==> src/rtl/mac_pkg.sv <==
// Shared types and width helpers for the MAC tile.
package mac_pkg;

  // Tile control states.
  typedef enum logic [1:0] {
    ST_IDLE  = 2'd0,
    ST_ACC   = 2'd1,
    ST_DRAIN = 2'd2,
    ST_DONE  = 2'd3
  } mac_state_e;

  // Signed product of a bw-bit activation (zero- or sign-extended) and a bw-bit weight.
  function automatic int prod_width(input int bw);
    return 2 * bw + 1;
  endfunction

  // Sum of col products needs log2(col) extra bits of headroom.
  function automatic int sum_width(input int bw, input int col);
    return prod_width(bw) + $clog2(col);
  endfunction

endpackage

==> src/rtl/mac_lane.sv <==
// One lane: signed product of activation and weight, purely combinational.
module mac_lane
  import mac_pkg::*;
#(
  parameter int bw = 4
) (
  input  logic                            i_act_signed,
  input  logic [bw-1:0]                   i_a,
  input  logic [bw-1:0]                   i_b,
  output logic signed [prod_width(bw)-1:0] o_prod
);

  localparam int PW = prod_width(bw);

  logic signed [PW-1:0] w_a_ext;
  logic signed [PW-1:0] w_b_ext;

  // Activation extends by its sign bit only when flagged signed; weights always signed.
  assign w_a_ext = {{(PW - bw){i_act_signed & i_a[bw-1]}}, i_a};
  assign w_b_ext = {{(PW - bw){i_b[bw-1]}}, i_b};

  // The true product always fits in PW bits, so truncation is exact.
  assign o_prod = w_a_ext * w_b_ext;

endmodule

==> src/rtl/mac_tile.sv <==
// Pipelined dot-product tile: lane products -> adder tree -> stage 1 register
// -> accumulator (stage 2) -> held result with valid/ready output handshake.
//
// Handshake: a transfer happens on a rising clk edge where valid and ready are
// both 1. in_ready depends only on state and reset; out_valid/out/out_cnt are
// registered and stay stable until out_ready is seen with out_valid.
module mac_tile
  import mac_pkg::*;
#(
  parameter int bw      = 4,
  parameter int psum_bw = 16,
  parameter int col     = 8,
  parameter int cnt_bw  = 8
) (
  input  logic                  clk,
  input  logic                  reset,
  input  logic                  in_valid,
  output logic                  in_ready,
  input  logic                  in_last,
  input  logic                  act_signed,
  input  logic [col*bw-1:0]     a,
  input  logic [col*bw-1:0]     b,
  output logic                  out_valid,
  input  logic                  out_ready,
  output logic [psum_bw-1:0]    out,
  output logic [cnt_bw-1:0]     out_cnt,
  output logic [1:0]            dbg_state
);

  localparam int PW = prod_width(bw);
  localparam int SW = sum_width(bw, col);

  mac_state_e r_state;
  mac_state_e w_next_state;

  logic signed [PW-1:0] w_prod [col];
  logic signed [SW-1:0] w_sum;
  logic                 w_accept;

  logic signed [SW-1:0] r_s1_sum;
  logic                 r_s1_valid;
  logic                 r_s1_last;

  logic [psum_bw-1:0]   w_s1_ext;
  logic [psum_bw-1:0]   r_acc;
  logic [cnt_bw-1:0]    r_cnt;
  logic [psum_bw-1:0]   r_out;
  logic [cnt_bw-1:0]    r_out_cnt;
  logic                 r_out_valid;

  genvar gi;
  generate
    for (gi = 0; gi < col; gi++) begin : g_lane
      mac_lane #(.bw(bw)) u_lane (
        .i_act_signed (act_signed),
        .i_a          (a[gi*bw +: bw]),
        .i_b          (b[gi*bw +: bw]),
        .o_prod       (w_prod[gi])
      );
    end
  endgenerate

  // Sum all lane products at full lane-sum width (no overflow possible).
  always_comb begin
    w_sum = '0;
    for (int i = 0; i < col; i++) begin
      w_sum = w_sum + SW'(w_prod[i]);
    end
  end

  // Ready is forced low during reset so nothing is accepted while it is held.
  assign in_ready = !reset && ((r_state == ST_IDLE) || (r_state == ST_ACC));
  assign w_accept = in_valid && in_ready;
  assign w_s1_ext = psum_bw'(r_s1_sum);

  // Next-state logic for the tile controller.
  always_comb begin
    w_next_state = r_state;
    case (r_state)
      ST_IDLE:  if (w_accept) w_next_state = in_last ? ST_DRAIN : ST_ACC;
      ST_ACC:   if (w_accept && in_last) w_next_state = ST_DRAIN;
      ST_DRAIN: w_next_state = ST_DONE;
      ST_DONE:  if (r_out_valid && out_ready) w_next_state = ST_IDLE;
      default:  w_next_state = ST_IDLE;
    endcase
  end

  // State register.
  always_ff @(posedge clk or posedge reset) begin
    if (reset) r_state <= ST_IDLE;
    else       r_state <= w_next_state;
  end

  // Stage 1: capture the lane sum of each accepted beat; sum is held otherwise.
  always_ff @(posedge clk or posedge reset) begin
    if (reset) begin
      r_s1_sum   <= '0;
      r_s1_valid <= 1'b0;
      r_s1_last  <= 1'b0;
    end else begin
      r_s1_valid <= w_accept;
      if (w_accept) begin
        r_s1_sum  <= w_sum;
        r_s1_last <= in_last;
      end
    end
  end

  // Stage 2: accumulate, count beats, and publish the result when draining.
  always_ff @(posedge clk or posedge reset) begin
    if (reset) begin
      r_acc       <= '0;
      r_cnt       <= '0;
      r_out       <= '0;
      r_out_cnt   <= '0;
      r_out_valid <= 1'b0;
    end else begin
      if (r_s1_valid && !r_s1_last) r_acc <= r_acc + w_s1_ext;
      if (w_accept && (r_cnt != '1)) r_cnt <= r_cnt + cnt_bw'(1);
      if (r_state == ST_DRAIN) begin
        // Final beat is folded in directly so the accumulator can clear now.
        r_out       <= r_acc + w_s1_ext;
        r_out_cnt   <= r_cnt;
        r_out_valid <= 1'b1;
        r_acc       <= '0;
        r_cnt       <= '0;
      end else if (r_out_valid && out_ready) begin
        r_out_valid <= 1'b0;
      end
    end
  end

  assign out       = r_out;
  assign out_cnt   = r_out_cnt;
  assign out_valid = r_out_valid;
  assign dbg_state = r_state;

endmodule

==> config.mk <==
export PLATFORM = sky130hd
export DESIGN_NAME = mac_tile
export DESIGN_NICKNAME = d
export VERILOG_FILES = /design/src/rtl/mac_pkg.sv /design/src/rtl/mac_lane.sv /design/src/rtl/mac_tile.sv
export SDC_FILE = /design/constraint.sdc
export NUM_CORES = 1
export LEC_CHECK = 0
export CAP_MARGIN = 20
export CORE_ASPECT_RATIO = 1.5
export CORE_MARGIN = 1
export CORE_UTILIZATION = 61
export CTS_CLUSTER_SIZE = 25
export DETAILED_ROUTE_END_ITERATION = 10
export PLACE_DENSITY = 0.89
export SLEW_MARGIN = 20
export SYNTH_ARGS = -nofsm -noshare
export SYNTH_HDL_FRONTEND = slang
export SYNTH_SLANG_ARGS = --single-unit
==> constraint.sdc <==
create_clock -name clk -period 2.6 [get_ports clk]
set_input_delay 0.78 -clock clk [delete_from_list [all_inputs] [get_ports clk]]
set_output_delay 0.78 -clock clk [all_outputs]
set_load 0.02 [all_outputs]
==> results of run 1 <==
## layout by cell type, fill, tap and decap left out, types with 5 or more instances in the layout
cell type	netlist	routed
inv_1	268	241
fa_1	224	194
buf_4	0	124
nand2_1	95	87
dfrtp_1	65	64
ha_1	78	54
and2_1	62	45
clkdlybuf4s50_1	0	31
fa_2	0	30
nor2_1	34	29
buf_6	1	28
xnor2_1	27	26
a21oi_1	28	24
inv_2	0	24
buf_2	1	23
ha_4	0	21
mux2_2	22	20
and2_4	0	17
clkdlybuf4s15_2	0	15
o21ai_0	22	13
nand3_1	22	13
xor2_1	14	13
nor2b_1	14	12
o21ai_1	4	11
nand2b_4	0	11
clkbuf_16	0	9
nor3_1	9	8
a21o_1	8	8
nand2b_1	19	8
and3_1	13	8
o21a_1	8	7
nand2_2	0	7
dlygate4sd2_1	0	7
nand3_2	0	6
clkbuf_2	0	6
nand4_1	5	5
and3_4	0	5
## path summary, 6_finish.rpt
kind                       slack (ps)  cells past startpoint        start           end
max reg2reg                        10                      7  r_s1_sum[2]     r_acc[15]
max                             -4210                     21   act_signed  r_s1_sum[10]
min in group asynchronous         950                      3        reset  dbg_state[1]
min                               500                      1   out_cnt[2]    out_cnt[2]
max in group asynchronous        1120                      4        reset  r_s1_sum[11]
min reg2reg                       500                      1   out_cnt[2]    out_cnt[2]
## cell type report
cell class	count	area share [%]
clock buffer	13	1.81
clock inverter	3	0.105
inverter	268	7.07
multi-input combinational	761	62.7
sequential	65	11.3
tap	213	1.86
timing repair buffer	248	15.1
## logic make-up (layout without fill, tap and decap cells)
group	Yosys count	after routing	share of synthesized area [%]
AO/OA/AOI/OAI	103	103	6.11
XOR/XNOR	41	41	3.28
adder cells (fa/ha/maj)	303	303	49.9
buffers and inverters	289	532	9.97
flip-flops	65	65	14.8
multiplexers	26	26	2.62
AND/OR/NAND/NOR	288	288	13.3
## registers in the layout (all words and copies together), names as in the netlist
| name | cells |
|---|---|
| r_s1_sum | 12 |
| out | 16 |
| r_s1_last | 1 |
| r_s1_valid | 1 |
| r_cnt | 8 |
| dbg_state | 2 |
| out_cnt | 8 |
| out_valid | 1 |
| r_acc | 16 |
## routing by layer
| layer | track usage (%) | vias to the layer above |
|---|---|---|
| met3 | 5.84 | 290 |
| met4 | 34.3 | 0 |
| met2 | 70.4 | 586 |
| met5 | 0 | - |
| li1 | - | 3876 |
| met1 | 36.3 | 4640 |
## worst register-to-register path: stages, from the launching register on
cell	delay (ps)
dfrtp_1	420
ha_1	490
o21ai_1	140
o21a_1	230
nor4_1	390
nor4_1	160
or4_1	510
a21oi_1	160
## metrics by stage
step	worst slack [ps]	std cells	instance area [um^2]	util (%)	hold slack (ps)
floorplan	-3850	1115	11300	-	455
global placement	-4580	1530	13400	76.7	468
CTS	-4010	1563	14200	81.0	498
finish	-4210	1571	14300	82.0	503
detailed placement	-4800	1530	13400	76.7	478
global route	-4290	1571	14300	82.0	525
## cell usage after synthesis (8+ instances only)
master / number / area share, %
clkbuf_1: 18 / 0.62
nand2_1: 95 / 3.3
nor3_1: 9 / 0.41
and3_1: 13 / 0.74
dfrtp_1: 65 / 15
a21oi_1: 28 / 1.3
fa_1: 224 / 41
a21o_1: 8 / 0.55
nand2b_1: 19 / 1.1
mux2_2: 22 / 2.3
inv_1: 268 / 9.2
xnor2_1: 27 / 2.2
ha_1: 78 / 8.9
and2_1: 62 / 3.5
nor2b_1: 14 / 0.80
o21a_1: 8 / 0.55
xor2_1: 14 / 1.1
nand3_1: 22 / 1.0
nor2_1: 34 / 1.2
o21ai_0: 22 / 1.0
## timing repair
action                     4_1_cts  5_1_grt
pin swaps                      112       61
buffers inserted                16        9
setup endpoints to repair       14       16
resized for setup              340       54
gates cloned                     2        0
==> results.md, run 1 <==
- Global-route wire length before repair: 53.8 mm
- Startpoint types: input port
- Kind of cell adding the most delay to the critical path: adder cells
- Failing checks: design-rule violations, negative setup slack
- Final min period: 6810 ps
- Wl on met1: 10.4 mm
- IO Pins: 98
- Die Ht: 166 um
- Drt drc: 5
- # H-tree levels: 3
- CTS tree: yes
- Num CTS Buffers: 9
- Peak per-stage delay on the critical path: 650 ps
- IO buf count: 97
- Total number of vias: 9392
- Initial Util: 62.7%
- GRT Util Overall: 38.3%
- Core footprint: 17500 um^2
- Final WS setup: -4210 ps
- CP arrival: 7030 ps
- Initial antenna violation count: 0
- Yosys cell types: 54
- Hold Vio Cnt, Final: 0
- Status: complete, but fails checks
- Syn-to-layout area delta: 30.8%
- Synthesized flop and latch total: 65
- Critical-path top delay cell: fa_2
- Clk root buf: clkbuf_16
- Hold buffers post-CTS: 0
- Synthesized cell area: 11000 um^2
- Hold Crit Class: flip-flop to flip-flop
- Clock tree buffer depth: 2
- Clk_lat worst skew: 340 ps
- Unrepaired setup endpoints after global routing: yes
- Mapped Nets: 1487
- # nets final: 1725
- Final setup violation count: 12
- Initial DRC count: 701
- Slew Viols, Final: 0
- Clk slew on worst S/H paths: 60 ps
- Antenna cells: 0
- Die area: 18500 um^2
- Post-synthesis sequential area ratio: 14.8%
- Fin Clk Skew: 7.50 ps
- Die Width: 111 um
- Worst slew pin tran: 845 ps
- Share of cells above drive strength 1: 30.1%
- CP endpoint kind: flip-flop
- Clock sink count: 65
- FMAX: 147 MHz
- First-pass detailed-route iteration total: 10
- Area of the multi-input gates: 9000 um^2
- TNS Setup: -42720 ps
- Final HPWL DP: 24.0 mm
- Worst EP required: 2820 ps
- Met3 WL: 1.90 mm
- Core Rows: 59
- WL final: 34.6 mm
- EDFF count, synth: 0
- Max Cap Viol: 0
- Grt ovf: 0
- Synth Flop Type: dfrtp_1
- Number of global-route vias before repair: 10800
- Async SR Flop Fraction: 100%
- Highest routed layer: met4
- Crit path kind: input port to flip-flop
- Filler cells: 881
- Syn Area/Cell: 9.83 um^2
- Yosys warns: 0
- Detail Route Antenna Nets: 0
- Period utilization: 262%
- Largest net degree at the start of global routing: 26
- FF/Latch Area: 1630 um^2
- Via density: 5.98
- Maximum net fanout on the critical path: 7
- Cell mode on critical path: fa_1
- Wire per inst: 22.0 um
- Syn Inst Count: 1115
- CP bufs+invs: 6
- Relative slew slack: 43.7%
- Global placer's final weighted congestion: 0.919
- DR WL met2: 18.4 mm
- Worst path cell trace: buf_12 > buf_16 > and3_4 > fa_1 > inv_2 > fa_1 > inv_2 > fa_1 > fa_2 > fa_2 > fa_2 > fa_1 > inv_2 > fa_1 > inv_2 > ha_4 > o21a_1 > a2111o_1 > a31oi_1 > xor2_1 > o21ai_1
Power of run 1 is not shown: default switching activity piles up to over one toggle a cycle in this logic, so the estimate is an artifact.
==> run 2: changes to the inputs <==
--- a/config.mk
+++ b/config.mk
@@ -16,3 +16,4 @@
 export SYNTH_ARGS = -nofsm -noshare
 export SYNTH_HDL_FRONTEND = slang
 export SYNTH_SLANG_ARGS = --single-unit
+export TNS_END_PERCENT = 1
==> constraint.sdc (replaced) <==
create_clock -name clk -period 2.6 [get_ports clk]
set_input_delay 0.78 -clock clk [delete_from_list [all_inputs] [get_ports clk]]
set_output_delay 0.78 -clock clk [all_outputs]
set_load 0.05 [all_outputs]
==> run 2 against run 1 <==
The run still ends with design-rule violations, negative setup slack left. Setup slack worse by 210 ps. Fmax down 3.0%. Sequential share of layout area up 0.35 points. Register-to-register slack about the same. Via count down 1.2%. Core utilization down 2.5 points. Critical path depth up 1. Flip-flop and latch count unchanged. Count of clock-buffer cells in the layout down 2. Wire length down 2.3%. Largest cell class unchanged.
==> results.md, run 2 (same netlist as run 1, synthesis figures left out) <==
- Most common cell after layout, fill and taps aside: inv_1
- Global-route wire length before repair: 52.4 mm (-2.7%)
- Initial antenna violation count: 0 (unchanged)
- Unrepaired setup endpoints after global routing: yes
- Relative slew slack: 49.6% (+5.9 points)
- Drt drc: 16 (+11)
- Maximum net fanout on the critical path: 5 (-2)
- FF/Latch Area: 1630 um^2 (about the same)
- CP endpoint kind: flip-flop
- Die Ht: 166 um (unchanged)
- Period utilization: 270% (+8.1 points)
- Slew Viols, Final: 0 (unchanged)
- Final setup violation count: 12 (unchanged)
- Largest net degree at the start of global routing: 26 (unchanged)
- Clock sink count: 65 (unchanged)
- Number of global-route vias before repair: 10600 (-1.8%)
- Fin Clk Skew: 7.12 ps (-0.374 ps)
- Worst Hold Path Cells: 2 (+1)
- # H-tree levels: 3 (unchanged)
- Status: complete, but fails checks
- Wl on met1: 10.0 mm (-3.4%)
- Global placer's final weighted congestion: 0.928 (+1.1%)
- IO buf count: 97 (unchanged)
- Share of cells above drive strength 1: 20.8% (-9.3 points)
- Detail Route Antenna Nets: 0 (unchanged)
- Die Width: 111 um (unchanged)
- Grt ovf: 0 (unchanged)
- Area of the multi-input gates: 8630 um^2 (-4.1%)
- Met3 WL: 2.14 mm (+13%)
- Filler cells: 917 (+4.1%)
- Initial DRC count: 767 (+9.4%)
- R2R depth: 7 (unchanged)
- Wire per inst: 21.8 um (-1.2%)
- Core footprint: 17500 um^2 (unchanged)
- FMAX: 143 MHz (-3.0%)
- Core Rows: 59 (unchanged)
- CP arrival: 7230 ps (+200 ps)
- Final min period: 7020 ps (+210 ps)
- DR WL met2: 18.0 mm (-2.1%)
- Failing checks: design-rule violations, negative setup slack
- Max Cap Viol: 0 (unchanged)
- Hold Crit Class: flip-flop to flip-flop
- Syn-to-layout area delta: 26.8%
- Highest routed layer: met4
- First-pass detailed-route iteration total: 9 (-1)
- Commonest cells after routing, fill and taps aside: inv_1, fa_1, buf_4, nand2_1, ha_1
- IO Pins: 98 (unchanged)
- WL final: 33.8 mm (-2.3%)
- Setup slack, reg-to-reg: 10 ps (about the same)
- Crit path kind: input port to flip-flop
- Final HPWL DP: 24.4 mm (+1.9%)
- GRT Util Overall: 37.4% (-0.87 points)
- CTS tree: yes
- Final WS setup: -4420 ps (-210 ps)
- Clk slew on worst S/H paths: 50 ps (about the same)
- Clock tree buffer depth: 2 (unchanged)
- # nets final: 1707 (-1.0%)
- Initial Util: 62.7% (unchanged)
- Clk root buf: clkbuf_16
- Num CTS Buffers: 9 (unchanged)
- Die area: 18500 um^2 (unchanged)
- Via density: 5.97 (-0.13%)
- Total number of vias: 9278 (-1.2%)
- Worst EP required: 2810 ps (about the same)
- Startpoint types: input port
- Worst slew pin tran: 756 ps (-88.7 ps)
- Hold Vio Cnt, Final: 0 (unchanged)
- Clk_lat worst skew: 340 ps (about the same)
- Hold_ws: 491 ps (-12.3 ps)
- Post-place setup slack: -4880 ps (-88.8 ps)
==> run 2: cell count changes in the layout (fill, tap and decap cells not counted), moves of 14 or more <==
cell           previous run  this run
dlygate4sd2_1             7        40
and2_1                   45        62
fa_2                     30        16
buf_2                    23         3
and2_4                   17         0
inv_1                   241       256
buf_6                    28         8
fa_1                    194       208
ha_1                     54        69
ha_4                     21         6
==> run 2: area by class of cell <==
class | instances | area share (%)
diodes | 1 | 0.0180
clock buffers | 11 | 1.82
clock inverters | 5 | 0.558
inverters | 268 | 7.23
multi-input cells | 761 | 62.0
flip-flops and latches | 65 | 11.7
well taps | 213 | 1.92
repair buffers | 230 | 14.7
==> run 2: path summary, 6_finish.rpt <==
check,from,endpoint
worst min register to register,r_s1_sum[4],r_s1_sum[4]
worst min-delay path,r_s1_sum[4],r_s1_sum[4]
worst max-delay path,b[18],r_s1_sum[11]
min in group asynchronous,reset,out_cnt[6]
max in group asynchronous,reset,r_s1_sum[10]
worst max register to register,r_s1_sum[9],r_acc[15]
==> run 2: layer usage <==
layer  global-route usage [%]  up-vias
met2                     69.3      566
met3                     6.28      267
met5                        0        -
li1                         -     3845
met1                     34.4     4600
met4                     34.1        0
==> run 2: worst max-delay path, cell delays in order <==
cell and delay [ps]:
clkdlybuf4s15_1 320, buf_4 170, nand2_1 150, fa_1 660, fa_1 580, inv_1 60
fa_2 550, fa_2 470, fa_1 570, fa_1 430, fa_1 510, inv_2 40
fa_1 500, inv_2 50, ha_4 250, buf_4 140, o21a_4 200, o31ai_4 80
a21oi_2 140, a211oi_2 290, xnor2_1 180, o21ai_1 90
==> run 2: timing repair <==
item | in CTS | in global routing
gates resized for setup | 147 | 35
pin swaps | 62 | 28
hold endpoints to repair | 0 | 0
cloned | 2 | 0
buffers inserted | 9 | 6
hold buffers | 0 | 0
setup endpoints to repair | 14 | 16
==> run 2: through the flow <==
| step | TNS [ps] | cell area, um^2 | utilization (%) | cells |
|---|---|---|---|---|
| after detailed placement | -51050 | 13200 | 75.2 | 1520 |
| after CTS | -43290 | 13800 | 78.8 | 1547 |
| after global placement | -48750 | 13200 | 75.2 | 1520 |
| after global routing | -47950 | 13900 | 79.5 | 1553 |
| after floorplan | -39030 | 11100 | - | 1115 |
| final | -46150 | 13900 | 79.5 | 1554 |
Power of run 2 is left out for the same reason.
